### src/rtl/uart_rx.sv
// uart_rx: oversampling UART receiver with parity/framing checks and one-cycle valid pulse.
// Optional 3-tap majority glitch filter on the synchronized line: define UART_RX_GLITCH_FILTER_EN.
`ifndef UART_NUMB_DIV_CLK_WD
`define UART_NUMB_DIV_CLK_WD 16
`endif
`ifndef UART_NUMB_BIT_WD
`define UART_NUMB_BIT_WD 4
`endif
`ifndef UART_NUMB_BIT_MAX
`define UART_NUMB_BIT_MAX 8
`endif
`ifndef UART_ENUM_PARITY_WD
`define UART_ENUM_PARITY_WD 2
`endif
`ifndef UART_SIZE_STOP_WD
`define UART_SIZE_STOP_WD 1
`endif

module uart_rx (
  input  logic                              clk,
  input  logic                              rstn,
  input  logic [`UART_NUMB_DIV_CLK_WD-1:0]  cfg_num_div_clk_i,
  input  logic [`UART_NUMB_BIT_WD-1:0]      cfg_num_bit_i,
  input  logic [`UART_ENUM_PARITY_WD-1:0]   cfg_enm_parity_i,
  input  logic [`UART_SIZE_STOP_WD-1:0]     cfg_siz_stop_i,
  input  logic                              uart_rx_i,
  output logic                              val_o,
  output logic [`UART_NUMB_BIT_MAX-1:0]     dat_o,
  output logic                              err_parity_o,
  output logic                              err_frame_o,
  output logic                              busy_o
);

  localparam int DIV_W  = `UART_NUMB_DIV_CLK_WD;
  localparam int NB_W   = `UART_NUMB_BIT_WD;
  localparam int DATA_W = `UART_NUMB_BIT_MAX;
  localparam int IDX_W  = (DATA_W > 1) ? $clog2(DATA_W) : 1;

  typedef enum logic [2:0] {IDLE, START, DATA, PARITY, STOP} state_t;

  function automatic logic [DIV_W-1:0] clamp_div(input logic [DIV_W-1:0] d);
    return (d < DIV_W'(4)) ? DIV_W'(4) : d;
  endfunction

  function automatic logic [NB_W-1:0] clamp_nbit(input logic [NB_W-1:0] n);
    if (n > NB_W'(DATA_W)) return NB_W'(DATA_W);
    if (n < NB_W'(5))      return NB_W'(5);
    return n;
  endfunction

  state_t              state;
  logic                sync_p0, sync_p1, rx_s, rx_prev;
  logic [DIV_W-1:0]    div_q, cnt;
  logic [NB_W-1:0]     nbit_q, bit_idx;
  logic                par_en_q, par_odd_q, two_stop_q, stop_idx;
  logic [DATA_W-1:0]   shreg;
  logic                perr_q, ferr_q;
  logic                bit_tick;

  // Stage p0/p1: two-flop synchronizer (plus optional majority filter taps)
`ifdef UART_RX_GLITCH_FILTER_EN
  logic filt_p2, filt_p3;

  always_ff @(posedge clk or negedge rstn) begin
    if (!rstn) begin
      sync_p0 <= 1'b1;
      sync_p1 <= 1'b1;
      filt_p2 <= 1'b1;
      filt_p3 <= 1'b1;
    end else begin
      sync_p0 <= uart_rx_i;
      sync_p1 <= sync_p0;
      filt_p2 <= sync_p1;
      filt_p3 <= filt_p2;
    end
  end

  assign rx_s = (sync_p1 & filt_p2) | (sync_p1 & filt_p3) | (filt_p2 & filt_p3);
`else
  always_ff @(posedge clk or negedge rstn) begin
    if (!rstn) begin
      sync_p0 <= 1'b1;
      sync_p1 <= 1'b1;
    end else begin
      sync_p0 <= uart_rx_i;
      sync_p1 <= sync_p0;
    end
  end

  assign rx_s = sync_p1;
`endif

  assign bit_tick = (cnt == div_q - DIV_W'(1));

  // Stage: edge register and frame FSM with registered outputs
  always_ff @(posedge clk or negedge rstn) begin
    if (!rstn) begin
      state        <= IDLE;
      rx_prev      <= 1'b1;
      cnt          <= '0;
      div_q        <= DIV_W'(4);
      nbit_q       <= NB_W'(5);
      par_en_q     <= 1'b0;
      par_odd_q    <= 1'b0;
      two_stop_q   <= 1'b0;
      stop_idx     <= 1'b0;
      bit_idx      <= '0;
      shreg        <= '0;
      perr_q       <= 1'b0;
      ferr_q       <= 1'b0;
      val_o        <= 1'b0;
      dat_o        <= '0;
      err_parity_o <= 1'b0;
      err_frame_o  <= 1'b0;
      busy_o       <= 1'b0;
    end else begin
      rx_prev <= rx_s;
      val_o   <= 1'b0;
      case (state)
        IDLE: begin
          cnt <= '0;
          if (rx_prev && !rx_s) begin
            state      <= START;
            busy_o     <= 1'b1;
            div_q      <= clamp_div(cfg_num_div_clk_i);
            nbit_q     <= clamp_nbit(cfg_num_bit_i);
            par_en_q   <= (cfg_enm_parity_i == `UART_ENUM_PARITY_WD'(1)) ||
                          (cfg_enm_parity_i == `UART_ENUM_PARITY_WD'(2));
            par_odd_q  <= (cfg_enm_parity_i == `UART_ENUM_PARITY_WD'(1));
            two_stop_q <= |cfg_siz_stop_i;
            shreg      <= '0;
            bit_idx    <= '0;
            stop_idx   <= 1'b0;
            perr_q     <= 1'b0;
            ferr_q     <= 1'b0;
          end
        end
        START: begin
          if (cnt == (div_q >> 1)) begin
            cnt <= '0;
            if (rx_s) begin
              state  <= IDLE;
              busy_o <= 1'b0;
            end else begin
              state <= DATA;
            end
          end else begin
            cnt <= cnt + DIV_W'(1);
          end
        end
        DATA: begin
          if (bit_tick) begin
            cnt                    <= '0;
            shreg[bit_idx[IDX_W-1:0]] <= rx_s;
            bit_idx                <= bit_idx + NB_W'(1);
            if (bit_idx == nbit_q - NB_W'(1))
              state <= par_en_q ? PARITY : STOP;
          end else begin
            cnt <= cnt + DIV_W'(1);
          end
        end
        PARITY: begin
          if (bit_tick) begin
            cnt    <= '0;
            perr_q <= ((^shreg) ^ rx_s) != par_odd_q;
            state  <= STOP;
          end else begin
            cnt <= cnt + DIV_W'(1);
          end
        end
        STOP: begin
          if (bit_tick) begin
            cnt <= '0;
            if (!rx_s) ferr_q <= 1'b1;
            if (stop_idx == two_stop_q) begin
              state        <= IDLE;
              busy_o       <= 1'b0;
              val_o        <= 1'b1;
              dat_o        <= shreg;
              err_parity_o <= perr_q;
              err_frame_o  <= ferr_q | !rx_s;
            end else begin
              stop_idx <= 1'b1;
            end
          end else begin
            cnt <= cnt + DIV_W'(1);
          end
        end
        default: begin
          state  <= IDLE;
          busy_o <= 1'b0;
        end
      endcase
    end
  end

endmodule

### config.mk
export PLATFORM = sky130hd
export DESIGN_NAME = uart_rx
export DESIGN_NICKNAME = d
export VERILOG_FILES = /design/src/rtl/uart_rx.sv
export SDC_FILE = /design/constraint.sdc
export NUM_CORES = 1
export LEC_CHECK = 0
export CORE_MARGIN = 3
export CORE_UTILIZATION = 45
export DETAILED_ROUTE_END_ITERATION = 12
export SETUP_SLACK_MARGIN = 0.15
export SKIP_LAST_GASP = 1
export SLEW_MARGIN = 40
export SYNTH_ARGS = -nofsm -noshare
export SYNTH_HDL_FRONTEND = slang
export SYNTH_SLANG_ARGS = --single-unit
### constraint.sdc
create_clock -name clk -period 3.8 [get_ports clk]
set_clock_uncertainty 0.15 [all_clocks]
set_input_delay 0.38 -clock clk [delete_from_list [all_inputs] [get_ports clk]]
set_output_delay 0.38 -clock clk [all_outputs]
set_load 0.05 [all_outputs]
==> out/summary.txt <==
most frequent cells in the layout: nand2_1 (79), dfrtp_1 (66), o21ai_0 (41), clkdlybuf4s50_1 (36), xor2_1 (27)
syn avg cell area: 8.99 sq um
Clock Tree Buf Depth: 2
cell area power density: 579 nW/um^2
initial antenna violation count: 0
Post-synth EDFFs: 0
Hold Path Origin: sync_p0$_DFF_PN1_
Routed wire per std cell: 15.4 microns
CTS tree: done
Hold Fails Final Rpt: 0
largest net degree at the start of global routing: 73
htree depth: 3
Final Core Density: 0.540
Detailed Routing Iterations Pass 1: 4
leak pwr: 2.09 nW
Req. time, crit path: 3.89 ns
CTS Sinks: 72
simple-gate area share of the yosys netlist: 0.216
Num CTS Buffers: 9
Starting DRT DRC Count: 241
Crit Reg-Reg Endpoint: dat_o[7]$_DFFE_PN0P_
Core ar.: 9280 sq um
dpl hpwl: 6990 microns
Main synth FF type: dfrtp_1
ys async rst share: 1.00
Min-Delay Path Class: reg2reg
Starting Density: 0.466
DIE HEIGHT: 104 microns
Mapped Cells: 481
CP Capture Type: register
Clock Latency Late Sink: 0.35 ns
Residual DRC: 0
period utilization: 0.897
Post-CTS Resized: 0
outcome: complete, no violations
Max Cap Viol: 0
total grt overflow: 0
Layout area overhead: 15.9%
PortBufs: 37
Final GP Congestion: 0.809
die area: 10800 sq um
fin nets: 535
Max Slew Vio Count: 0
CTS root buffer: clkbuf_8
DRT Wirelength: 9820 microns
number of global-route vias before repair: 3386
most common cell after layout, fill and taps aside: nand2_1
startpoint types: register
xor/xnor share of the synthesized area: 0.105
unrepaired setup endpoints after global routing: no
Slew @ Worst Pin: 0.698 ns
Finish-stage setup viols: 0
crit-path max FO: 12
Total GRT Usage: 0.189
Adder-Cell Fraction of Synth Area: 0.0145
fmax: 0.293 GHz
routed via count: 3533
largest family of logic cells by synthesized area: simple AND/OR/NAND/NOR gates
post-synth net total: 512
Compound-Gate Fraction of Synth Area: 0.153
num ports: 38
number of routed nets with antenna violations: 0
max_slew headroom: 0.533
FP Rows: 35
layout cell share with drive strength beyond 1: 0.116
Ys Warns: 0
Min-Delay Path Depth: 0
R2R setup slack: 0.39 ns
diode count: 0
Crit. Startpoint: div_q[3]$_DFFE_PN0P_
synthesized cell area: 4320 sq um
die width: 104 microns
CTS clk-pin slew, worst paths: 0.08 ns
crit path kind: reg2reg
clock period minus worst slack: 3.41 ns
first-pass GRT wire length: 16900 microns
post-synth cell types: 62
Via density: 5.54
cells on worst reg2reg path: 9
Hold EP: rx_s$_DFF_PN1_
Critical R2R Launch: div_q[3]$_DFFE_PN0P_
sequential area share after synthesis: 0.419
Total Neg Setup Slack: 0 ns
post-synthesis mux area share: 0.0382
worst endpoint data arrival time: 3.50 ns
maximum VDD drop: 0.000303 V
number of synthesized register bits: 72
==> cell families (layout without fill, tap and decap cells) <==
kind of cell	Yosys count	count (layout)
buffers and inverters	57	85
muxes	15	15
DFF	72	72
and+or+nand+nor	177	177
AOI/OAI and AO/OA	103	103
xor gates and xnor gates	52	52
adders and majority gates	5	5
==> area by class of cell <==
class                   instances  area [sq um]
clock buffers                  10           128
clock inverters                 6          90.1
fillers                       889          4270
inverters                      24          90.1
multi-input cells             352          2290
flip-flops and latches         72          1810
well taps                     129           161
repair buffers                 45           447
==> synthesized netlist by cell type, types with 9 or more instances <==
cell type  instances  area share
xnor2_1           25       0.051
dfrtp_1           66        0.38
mux2_2            12       0.031
nand3_1           13       0.015
nor2_1            20       0.017
inv_1             24       0.021
clkbuf_1          26       0.023
o21ai_0           41       0.047
a31oi_1            9       0.013
xor2_1            27       0.055
a21oi_1           14       0.016
nand2_1           79       0.069
==> worst max-delay path: stages (launching register included) <==
cell	delay, ns
dfrtp_1	0.49
or4_4	0.61
or3_4	0.39
nor4_2	0.24
a21oi_1	0.08
and4bb_4	0.41
nand3_4	0.18
nor3_4	0.26
buf_12	0.16
mux2_2	0.33
==> report_power, final <==
group | internal [mW] | leakage [nW] | switching, mW
logic | 0.456 | 1.06 | 0.503
registers | 0.950 | 0.923 | 0.314
clock network | 0.374 | 0.107 | 0.306
==> routing by layer <==
layer  routed length, microns  global-route usage  up-vias
met2                     4440               0.285       54
li1                         -                   -     1739
met1                     4990               0.285     1731
met4                       81              0.0342        0
met3                      306              0.0372        9
met5                        0                   0        -
==> flip-flops by register name, indices dropped and copies added (netlist names) <==
name	count
state	3
busy_o	1
two_stop_q	1
nbit_q	4
err_frame_o	1
div_q	16
ferr_q	1
par_en_q	1
err_parity_o	1
rx_s	1
par_odd_q	1
perr_q	1
stop_idx	1
cnt	16
rx_prev	1
val_o	1
sync_p0	1
shreg	8
bit_idx	4
dat_o	8
==> how the worst max path moves through the flow <==
stage,end,slack [ns],cells after the start
2_1_floorplan,cnt[7]$_DFFE_PN0P_,0.56,11
3_3_place_gp,dat_o[2]$_DFFE_PN0P_,0.37,8
3_5_place_dp,dat_o[7]$_DFFE_PN0P_,0.30,8
4_1_cts,dat_o[7]$_DFFE_PN0P_,0.30,8
5_1_grt,dat_o[0]$_DFFE_PN0P_,0.23,9
6_report,dat_o[7]$_DFFE_PN0P_,0.39,9
==> repair_timing <==
action,CTS,global route
hold buffers,1,0
buffers inserted,0,1
hold endpoints to repair,66,0
setup endpoints to repair,0,10
==> metrics by stage <==
step	total power, mW	cell area (sq um)	hold slack (ns)	setup slack [ns]	std cells
after floorplan	1.98	4320	-0.0656	0.561	481
after global placement	2.20	4750	0.196	0.375	620
after detailed placement	2.23	4760	0.201	0.301	620
after CTS	2.93	4980	0.205	0.296	637
after global routing	3.13	5010	0.209	0.228	638
final	2.90	5010	0.204	0.392	638
No activity file was read; power rests on OpenSTA's default activity.
